### src/rtl/float_acc_ctrl.sv
// Initiator-side accumulator controller for a STB/ACK float adder: sums P_LEN samples per output.
// Optional sticky inf/NaN flag on o_INF is enabled with `define FLOAT_ACC_INF_FLAG_EN.
module float_acc_ctrl #(
    parameter int unsigned P_LEN   = 8,
    parameter int unsigned P_CNT_W = 4
) (
    input  logic        i_CLK,
    input  logic        i_RST,
    input  logic [31:0] i_DATA,
    input  logic        i_DATA_STB,
    output logic        o_DATA_ACK,
    output logic [31:0] o_A,
    output logic [31:0] o_B,
    output logic        o_AB_STB,
    input  logic        i_AB_ACK,
    input  logic [31:0] i_Z,
    input  logic        i_Z_STB,
    output logic        o_Z_ACK,
    output logic [31:0] o_SUM,
    output logic        o_SUM_STB,
    input  logic        i_SUM_ACK,
    output logic        o_INF
);

    localparam logic [1:0] S_GET  = 2'd0;
    localparam logic [1:0] S_REQ  = 2'd1;
    localparam logic [1:0] S_WAIT = 2'd2;
    localparam logic [1:0] S_OUT  = 2'd3;

    localparam logic [P_CNT_W-1:0] CNT_LAST = P_CNT_W'(P_LEN - 1);

    logic [1:0]         state;
    logic [31:0]        r_acc;
    logic [31:0]        r_b;
    logic [P_CNT_W-1:0] r_cnt;

    always_ff @(posedge i_CLK) begin
        if (i_RST) begin
            state <= S_GET;
            r_acc <= 32'h0000_0000;
            r_b   <= 32'h0000_0000;
            r_cnt <= '0;
        end else begin
            case (state)
                S_GET: begin
                    if (i_DATA_STB) begin
                        r_b   <= i_DATA;
                        state <= S_REQ;
                    end
                end
                S_REQ: begin
                    if (i_AB_ACK) begin
                        state <= S_WAIT;
                    end
                end
                S_WAIT: begin
                    if (i_Z_STB) begin
                        r_acc <= i_Z;
                        // Counter parks on the last index while the sum is held in S_OUT.
                        if (r_cnt == CNT_LAST) begin
                            state <= S_OUT;
                        end else begin
                            r_cnt <= r_cnt + 1'b1;
                            state <= S_GET;
                        end
                    end
                end
                default: begin
                    if (i_SUM_ACK) begin
                        r_acc <= 32'h0000_0000;
                        r_cnt <= '0;
                        state <= S_GET;
                    end
                end
            endcase
        end
    end

    // Handshake outputs decode straight from the state register.
    assign o_DATA_ACK = (state == S_GET);
    assign o_AB_STB   = (state == S_REQ);
    assign o_Z_ACK    = (state == S_WAIT);
    assign o_SUM_STB  = (state == S_OUT);
    assign o_A        = r_acc;
    assign o_B        = r_b;
    assign o_SUM      = r_acc;

`ifdef FLOAT_ACC_INF_FLAG_EN
    logic r_inf;

    always_ff @(posedge i_CLK) begin
        if (i_RST) begin
            r_inf <= 1'b0;
        end else if ((state == S_WAIT) && i_Z_STB && (i_Z[30:23] == 8'hFF)) begin
            r_inf <= 1'b1;
        end else if ((state == S_OUT) && i_SUM_ACK) begin
            r_inf <= 1'b0;
        end
    end

    assign o_INF = r_inf;
`else
    assign o_INF = 1'b0;
`endif

endmodule

### config.mk
export PLATFORM = sky130hd
export DESIGN_NAME = float_acc_ctrl
export DESIGN_NICKNAME = d
export VERILOG_FILES = /design/src/rtl/float_acc_ctrl.sv
export SDC_FILE = /design/constraint.sdc
export NUM_CORES = 1
export LEC_CHECK = 0
export BUFFER_PORTS_ARGS = -buffer_cell sky130_fd_sc_hd__buf_2
export CAP_MARGIN = 25
export CORE_UTILIZATION = 30
export DETAILED_ROUTE_END_ITERATION = 7
export SLEW_MARGIN = 20
export SYNTH_ARGS = -nofsm -noshare
export SYNTH_HDL_FRONTEND = slang
export SYNTH_SLANG_ARGS = --single-unit
### constraint.sdc
create_clock -name i_CLK -period 1.7 [get_ports i_CLK]
set_input_delay 0.085 -clock i_CLK [delete_from_list [all_inputs] [get_ports i_CLK]]
set_output_delay 0.085 -clock i_CLK [all_outputs]
set_load 0.05 [all_outputs]
After elaboration in Yosys (flattened, before gate mapping). Index checks and enable logic that the tools add are counted.

$add $sub $neg: 1. Eq/ne operators: 8. Mux-type cells: 13. Bitwise operators: 1. Reductions and logical operators: 8.

Operators by type and width (count): $mux 32 (2); $pmux 32 s2 (1); $mux 4 (3); $mux 2 (5); $pmux 4 s2 (1); $reduce_and 4->1 (2); $ne 2x2->1 const B (3); $pmux 2 s3 (1); $add 4x1->4 const B (1); $eq 2x2->1 const B (2); $eq 4x3->1 const B (1); $reduce_bool 4->1 (1); $reduce_and 3->1 (1); $eq 2x1->1 const B (1); $logic_not 2->1 (1); $ne 2x1->1 const B (1); $reduce_and 2->1 (1); $reduce_bool 2->1 (1); $reduce_or 2->1 (1); $not 1->1 (1).

Register bits after elaboration: 70. Input port bits: 70. Output and inout port bits: 101. Word-level logic and storage cells: 35.

Depth between registers and ports, before layout. Gate-level depths: netlist of run 1.

Depth in word-level cells: 4. Mapped depth: 8. Gate-level depth less buffers: 5.

Worst setup path before layout of run 1. OpenSTA, ideal clock, no wires.

Path type: register to register. Start: reg state[1]. End: reg r_b[1] (netlist: o_B[1]). Setup time: 0.070 ns. Arrival time: 1.886 ns. Data required time: 1.630 ns. Path slack: -0.257 ns. Cell stages (with the launch flop): 8. Buffers on the path: 3. Clock period less this slack: 1.957 ns. Path through: dfxtp_1 > buf_2 > nor2_1 > and2_1 > clkbuf_1 > buf_2 > nand2_1 > a21oi_1.

Longest elaborated chain between the ends: 2.

RTL lines: from (decl) (line 32) `logic [1:0] state;`; from (signal assigned) (line 39) `state <= S_GET;`; from (signal assigned) (line 48) `state <= S_REQ;`; from (signal assigned) (line 53) `state <= S_WAIT;`; $logic_not 2->1; via o_DATA_ACK (line 11) `output logic o_DATA_ACK,`; $reduce_and 2->1 (no source line); to (signal assigned) (line 47) `r_b <= i_DATA;`; to (decl) (line 34) `logic [31:0] r_b;`.

The timed path passes the listed nets, and every way through them passes these cells. A chain may end at the register's enable or synchronous reset.

Final worst setup path of run 1.
Start: reg state[0]. End: reg r_acc[9] (netlist: o_A[9]).

Longest elaborated chain between the ends: 4. Elaborated cells on any way between the ends: 9. Those cells by class: 3 x eq/ne; 1 x mux; 1 x bitwise; 4 x reduce/logical.

RTL lines: $eq 2x1->1 or $logic_not 2->1 (tied branches) (line 44) `case (state)`; $reduce_or 2->1 (no source line); $not 1->1 (no source line); $reduce_and 3->1 (no source line); to (signal assigned) (line 58) `r_acc <= i_Z;`; to (decl) (line 33) `logic [31:0] r_acc;`.

Parallel ways exist; a longest one is shown, timed or not.

==> results.toml, run 1 <==
[drt]
drc = 17
drt-total-wl_microns = 8330
drtIter0Drc = 91
antenna_left = 0
viasPerCell = 4.59
wl_per_cell_microns = 13.2
vias = 2890
firstDrtPassIters = 7

[clock_tree]
cts.sinks = 70
post_cts_buffers = 0
cts_buffers = 9
htreeDepth = 3
cts_root_buf = "clkbuf_8"
path_clk_slew_ps = 70
clkLatencyLatePin_ps = 330
cts_tree = "done"
cts_buffer_depth = 2

[logic_synthesis]
ys_seq_area_frac = 0.506
async_reset_ff_frac = 0
syn_avg_cell_area_sq_um = 8.50
synthAdderAreaFrac = 0.00451
synth_seq_cells = 70
syn_inst = 326
synth-xor-area-share = 0
synth_fp_nets = 397
synth-edff-count = 0
synth-simple-area-share = 0.173
synth_top_family_by_area = "simple AND/OR/NAND/NOR gates"
yosys-mux-area-fraction = 0.0149
synthFlopType = "dfxtp_1"
syn_area_sq_um = 2770
synth_compound_area_frac = 0.170
synth_warnings = 0
ys_types = 27

[die]
row_count = 34
core_area_sq_um = 8850
die_h_microns = 98.1
die_w_microns = 98.1
die_area_sq_um = 9630
pin_count = 171
start_util = 0.313

[power_and_ir_drop]
p_per_area_nw_per_um2 = 975
p_total_mw = 4.21
p_leak_nw = 2.10
ir_worst_vdd_uv = 478

[place]
post_dp_cell_area_sq_um = 3510
dp_hpwl_microns = 5230
gp_congestion = 0.745
pre_cts_ws_ps = 155
port-buffer-count = 169
dpl.cell_count = 555

[cells_and_area]
drive_above_1_share = 0.379
fin_nets = 588
finalCoreUtilization = 0.488
final_cell_mix = "169 x buf_2, 69 x dfxtp_1, 66 x nand2_1"
instances_no_fill = 630
final_common_cell = "buf_2"
syn_to_final_growth_pct = 55.8
antennaDiodeCount = 0
stdcell_area_sq_um = 4320

[critical_path]
path_class = "reg -> reg"
r2r_start = "state[0]$_SDFFE_PP0P_"
slowest_stage = "dfxtp_2"
arrival_ps = 1700
path_buf_inv = 2
crit_chain = "nand2b_1, inv_1, and2_1, buf_4, a22oi_1, nor2_1"
crit_family = "simple AND/OR/NAND/NOR gates"
cp_max_fo = 32
cp-end-kind = "register"
startpoint = "state[0]$_SDFFE_PP0P_"
slowest_delay_ps = 400
critPathRequiredTime_ps = 1920
cp-start-kind = "register"

[sta]
skew_ps = 6.30
hold_slack_ps = 22.8
drv_slew = 0
hold_viol_final = 0
setup_tns_ps = 0
fmax_mhz = 676
period_needed_ps = 1480
setup_violations = 0
grt_setup_unrepaired = "false"
period_share = 0.870
finalWorstSetupSlack_ps = 221

[grt]
gr-total-overflow = 0
grt_pass1_vias = 2721
grt_max_degree = 33
antenna_found_initial = 0
grt_pass1_wl_microns = 12900
track_usage = 0.169

[run_status]
outcome = "complete, but fails checks"
violations = "design-rule violations"

[min_path]
min_path_type = "in -> reg"
min-delay-start = "i_DATA[14]"

[run]
drv_cap = 0
## cell usage after synthesis (all sizes together) (2+ instances only)
library cell   n  area, sq um
and2           4         25.0
inv            2         7.51
dfxtp         70         1400
a211oi         2         15.0
a22oi         32          240
buf           42          298
nor2b          2         12.5
nand2         67          254
nor2          34          128
o21ai          4         20.0
nand4b         2         17.5
nor3           2         10.0
clkbuf        15         56.3
or4            2         15.0
a21oi         38          190
## logic make-up after synthesis
family | Yosys count
simple gates | 116
compound gates | 77
flops | 70
buf+inv | 59
mux | 2
fa+ha+maj | 1
other cells | 1
## area by class of cell
cell class | instances | area, sq um
fill | 865 | 4530
timing repair buffer | 237 | 1540
sequential | 70 | 1400
multi-input combinational | 197 | 1020
clock buffer | 12 | 145
tap | 108 | 135
clock inverter | 4 | 70.1
inverter | 2 | 7.51
## final timing paths
check	endpoint	slack, ps	cells after the start
max	o_A[9]$_SDFFE_PP0P_	220	6
min	o_B[14]$_SDFFE_PP0P_	20	3
max reg2reg	o_A[9]$_SDFFE_PP0P_	220	6
min reg2reg	o_B[9]$_SDFFE_PP0P_	450	2
## per-layer routing
metal / wire length, microns / part of all wire / GRT usage
met4: 123 / 0.015 / 0.0664
met3: 739 / 0.089 / 0.0608
met5: 0 / 0 / 0
met1: 3480 / 0.42 / 0.183
met2: 3990 / 0.48 / 0.300
## registers in the layout, indices dropped and copies added (netlist names)
register and flops:
o_B 32, o_A 32, state 2, r_cnt 4
## power by group
group	internal (mW)	total, mW	leakage [nW]	switching (mW)
clock	0.864	1.46	0.110	0.601
sequential	1.72	1.77	0.570	0.0500
combinational	0.331	0.974	1.42	0.643
## worst min-delay path, cell delays in order
cell	delay, ps
buf_2	100
nand2_1	60
a21oi_1	60
## timing repair
item | CTS | global route
gates resized for setup | 0 | 2
setup endpoints to repair | 0 | 3
endpoints found under the hold margin | 59 | 0
hold buffers | 59 | 0
Note: power is estimated with default switching activity, not from simulation.
==> run 2: changes to the inputs <==
--- a/config.mk
+++ b/config.mk
@@ -9,6 +9,7 @@
 export CAP_MARGIN = 25
 export CORE_UTILIZATION = 30
 export DETAILED_ROUTE_END_ITERATION = 7
+export PLACE_DENSITY_LB_ADDON = 0.05
 export SLEW_MARGIN = 20
 export SYNTH_ARGS = -nofsm -noshare
 export SYNTH_HDL_FRONTEND = slang
==> results.toml, run 2 (synthesis results as in run 1) <==
[critical_path]
reg2reg_setup_slack_ps = 120
worstReg2RegEnd = "r_cnt[3]$_SDFFE_PP0P_"
r2r_start = "state[0]$_SDFFE_PP0P_"
critPathRequiredTime_ps = 1960
arrival_ps = 1850
path_class = "reg -> reg"
cp_max_fo = 7
slowest_stage = "dfxtp_1"
cp-start-kind = "register"
slowest_delay_ps = 470
crit_chain = "nand2b_1, nor3_1, buf_4, or4_1, a21oi_1"
cp-end-kind = "register"
rr_worst_depth = 5

[clock_tree]
cts_buffer_depth = 2
post_cts_buffers = 0
clkLatencyLatePin_ps = 330
cts_tree = "done"
cts_root_buf = "clkbuf_8"
cts_buffers = 9
htreeDepth = 3
path_clk_slew_ps = 70
cts.sinks = 70

[power_and_ir_drop]
p_leak_nw = 2.09
ir_worst_vdd_uv = 474
clkPwrFrac = 0.302
p_int_mw = 2.65
p_per_area_nw_per_um2 = 913
p_seq_frac = 0.452
combPwrFrac = 0.246
switching_power_mw = 1.27
power_switching_share = 0.323

[drt]
antenna_left = 0
drt-total-wl_microns = 7700
drc = 12
vias = 2838
viasPerCell = 4.48
wl_per_cell_microns = 12.2
drtIter0Drc = 102
firstDrtPassIters = 8

[run_status]
violations = "design-rule violations"
outcome = "complete, but fails checks"

[min_path]
whs_path_depth = 3
min-delay-start = "i_Z_STB"
min_path_type = "in -> reg"
whs_endpoint = "state[0]$_SDFFE_PP0P_"

[grt]
gr-total-overflow = 0
track_usage = 0.163
antenna_found_initial = 0
grt_pass1_wl_microns = 12600
grt_max_degree = 53
grt_pass1_vias = 2712

[die]
core_area_sq_um = 8850
row_count = 34
pin_count = 171
die_area_sq_um = 9630
start_util = 0.313
die_h_microns = 98.1
die_w_microns = 98.1

[sta]
hold_viol_final = 0
setup_violations = 0
drv_slew = 0
period_needed_ps = 1580
setup_tns_ps = 0
fmax_mhz = 632
skew_ps = 5.14
grt_setup_unrepaired = "false"
period_share = 0.931

[place]
port-buffer-count = 169
dpl.cell_count = 554
dp_hpwl_microns = 4660
gp_congestion = 0.701

[cells_and_area]
finalCoreUtilization = 0.486
antennaDiodeCount = 0
final_common_cell = "buf_2"
fin_nets = 592
instances_no_fill = 633
final_cell_mix = "169 x buf_2, 69 x dfxtp_1, 66 x nand2_1"
drive_above_1_share = 0.370
syn_to_final_growth_pct = 55.1

[run]
drv_cap = 0
-- run 2: routing by layer --
metal  vias up  part of all wire  track usage
li1       1443                 -            -
met5         -                 0            0
met4         0             0.014       0.0455
met2       108              0.48        0.291
met3         9             0.065       0.0565
met1      1278              0.44        0.184
-- run 2: area by class of cell --
| class | count | area [sq um] |
|---|---|---|
| clock buffers | 14 | 163 |
| clock inverters | 1 | 5.00 |
| fillers | 880 | 4550 |
| inverters | 2 | 7.51 |
| multi-input cells | 197 | 1010 |
| flip-flops and latches | 70 | 1400 |
| well taps | 108 | 135 |
| repair buffers | 241 | 1580 |
-- run 2: stage by stage --
step	area [sq um]	hold slack [ps]	power, mW	setup WS [ps]
floorplan	2770	221	2.43	3.88
global placement	3490	321	2.66	154
detailed placement	3490	328	2.66	105
CTS	4290	142	4.01	103
global route	4300	149	4.16	4.26
finish	4300	155	3.92	118
-- run 2: worst max path at each step --
stage                                     start                    end  slack, ps
final                     state[0]$_SDFFE_PP0P_  r_cnt[3]$_SDFFE_PP0P_        120
after global routing      state[0]$_SDFFE_PP0P_  r_cnt[3]$_SDFFE_PP0P_          4
after global placement    state[0]$_SDFFE_PP0P_  r_cnt[3]$_SDFFE_PP0P_        150
after CTS                 state[1]$_SDFFE_PP0P_   o_A[17]$_SDFFE_PP0P_        100
after detailed placement  state[0]$_SDFFE_PP0P_  r_cnt[3]$_SDFFE_PP0P_        110
after floorplan           state[1]$_SDFFE_PP0P_   o_A[10]$_SDFFE_PP0P_          4
-- run 2: critical path: cells and delay by family, from the launching register on --
kind / cells / cell delay [ps]
and+or+nand+nor: 3 / 760
DFF: 1 / 470
AOI/OAI and AO/OA: 1 / 140
buffers and inverters: 1 / 150
-- run 2: power by group through the flow --
| stage | clock network [mW] | registers [mW] | logic (mW) |
|---|---|---|---|
| after floorplan | 0 | 2.07 | 0.363 |
| after global placement | 0 | 1.81 | 0.855 |
| after detailed placement | 0 | 1.81 | 0.853 |
| after CTS | 1.27 | 1.77 | 0.967 |
| after global routing | 1.34 | 1.78 | 1.04 |
| final | 1.19 | 1.77 | 0.965 |
-- run 2: repair_timing --
action | CTS | global route
hold buffers | 64 | 0
endpoints found under the setup margin | 0 | 32
hold endpoints to repair | 64 | 0
gates resized for setup | 0 | 2
==> run 3: changes to the inputs <==
--- a/config.mk
+++ b/config.mk
@@ -7,6 +7,7 @@
 export LEC_CHECK = 0
 export BUFFER_PORTS_ARGS = -buffer_cell sky130_fd_sc_hd__buf_2
 export CAP_MARGIN = 25
+export CORE_MARGIN = 2
 export CORE_UTILIZATION = 30
 export DETAILED_ROUTE_END_ITERATION = 7
 export PLACE_DENSITY_LB_ADDON = 0.05
==> results.toml, run 3 (synthesis results as in run 1) <==
[critical_path]
worstReg2RegEnd = "o_A[16]$_SDFFE_PP0P_"
path_class = "reg -> reg"
crit_chain = "mux2_4, nand2_2, buf_4, a22oi_1, nor2_1"
crit_family = "flip-flops"
critPathRequiredTime_ps = 1970
cp_max_fo = 27
arrival_ps = 1820
cp-start-kind = "register"
slowest_delay_ps = 470
path_buf_inv = 1
reg2reg_setup_slack_ps = 140
slowest_stage = "dfxtp_1"
startpoint = "state[0]$_SDFFE_PP0P_"
rr_worst_depth = 5
r2r_start = "state[0]$_SDFFE_PP0P_"
cp-end-kind = "register"

[sta]
fmax_mhz = 642
hold_viol_final = 0
skew_ps = 3.77
period_share = 0.916
drv_slew = 0
period_needed_ps = 1560
setup_violations = 0
setup_tns_ps = 0
grt_setup_unrepaired = "false"

[cells_and_area]
drive_above_1_share = 0.372
syn_to_final_growth_pct = 56.1
antennaDiodeCount = 0
finalCoreUtilization = 0.475
final_common_cell = "buf_2"
final_cell_mix = "169 x buf_2, 70 x dfxtp_1, 66 x nand2_1"
instances_no_fill = 635
fill_cells = 928
fin_nets = 592

[drt]
drtIter0Drc = 44
antenna_left = 0
wl_per_cell_microns = 11.8
viasPerCell = 4.39
firstDrtPassIters = 4
drt-total-wl_microns = 7480
vias = 2788
drc = 0

[die]
pin_count = 171
die_h_microns = 100
row_count = 35
die_w_microns = 100
core_area_sq_um = 9110
die_area_sq_um = 10000
start_util = 0.304

[clock_tree]
cts_hold_buffers = 63
cts_root_buf = "clkbuf_8"
post_cts_buffers = 0
cts_resized = 0
cts_buffer_depth = 2
clkLatencyLatePin_ps = 320
cts_tree = "done"
htreeDepth = 3
cts.sinks = 70
path_clk_slew_ps = 70
cts_buffers = 9

[power_and_ir_drop]
clkPwrFrac = 0.305
switching_power_mw = 1.25
power_switching_share = 0.317
p_seq_frac = 0.448
combPwrFrac = 0.247
p_per_area_nw_per_um2 = 911
p_leak_nw = 2.10
p_int_mw = 2.69
ir_worst_vdd_uv = 523

[run_status]
outcome = "complete, no violations"

[place]
dp_hpwl_microns = 4820
gp_congestion = 0.746
dpl.cell_count = 558
port-buffer-count = 169

[grt]
grt_max_degree = 35
gr-total-overflow = 0
track_usage = 0.141
grt_pass1_vias = 2471
grt_pass1_wl_microns = 11400
antenna_found_initial = 0

[min_path]
min_path_type = "in -> reg"
whs_path_depth = 3
min-delay-start = "i_Z[9]"
whs_endpoint = "o_A[9]$_SDFFE_PP0P_"

[run]
drv_cap = 0
-- run 3: cell type report --
class | count | area [sq um] | share of cell area
timing repair buffer | 241 | 1590 | 0.368
sequential | 70 | 1400 | 0.324
multi-input combinational | 197 | 1010 | 0.234
clock buffer | 13 | 169 | 0.0390
tap | 111 | 139 | 0.0321
inverter | 2 | 7.51 | 0.00174
clock inverter | 1 | 5.00 | 0.00116
-- run 3: stage by stage --
stage	area (sq um)	power (mW)	setup slack, ps	hold WS [ps]
floorplan	2770	2.43	3.88	221
global placement	3520	2.67	185	320
detailed placement	3520	2.68	152	329
CTS	4330	4.02	134	6.98
global route	4330	4.15	9.80	9.07
finish	4330	3.94	143	32.3
-- run 3: per-layer routing --
layer / global-route usage / routed length (microns) / up-vias
li1: - / - / 1441
met4: 0.0611 / 107 / 0
met3: 0.0439 / 532 / 9
met1: 0.164 / 3210 / 1241
met2: 0.242 / 3630 / 97
met5: 0 / 0 / -
-- run 3: worst min-delay path, cell delays in order --
cell and delay (ps):
buf_2 70, a22oi_1 50, nor2_1 100
-- run 3: worst max path at each step --
stage,slack [ps],cells after the start,end
2_1_floorplan,4,8,o_A[10]$_SDFFE_PP0P_
3_3_place_gp,180,5,state[0]$_SDFFE_PP0P_
3_5_place_dp,150,5,o_A[16]$_SDFFE_PP0P_
4_1_cts,130,5,o_A[16]$_SDFFE_PP0P_
5_1_grt,10,5,o_A[22]$_SDFFE_PP0P_
6_report,140,5,o_A[16]$_SDFFE_PP0P_
-- run 3: power by group through the flow --
stage	logic, mW	clock network (mW)	registers [mW]
global route	1.04	1.33	1.78
detailed placement	0.870	0	1.80
finish	0.973	1.20	1.77
CTS	0.984	1.27	1.77
floorplan	0.363	0	2.07
global placement	0.869	0	1.80
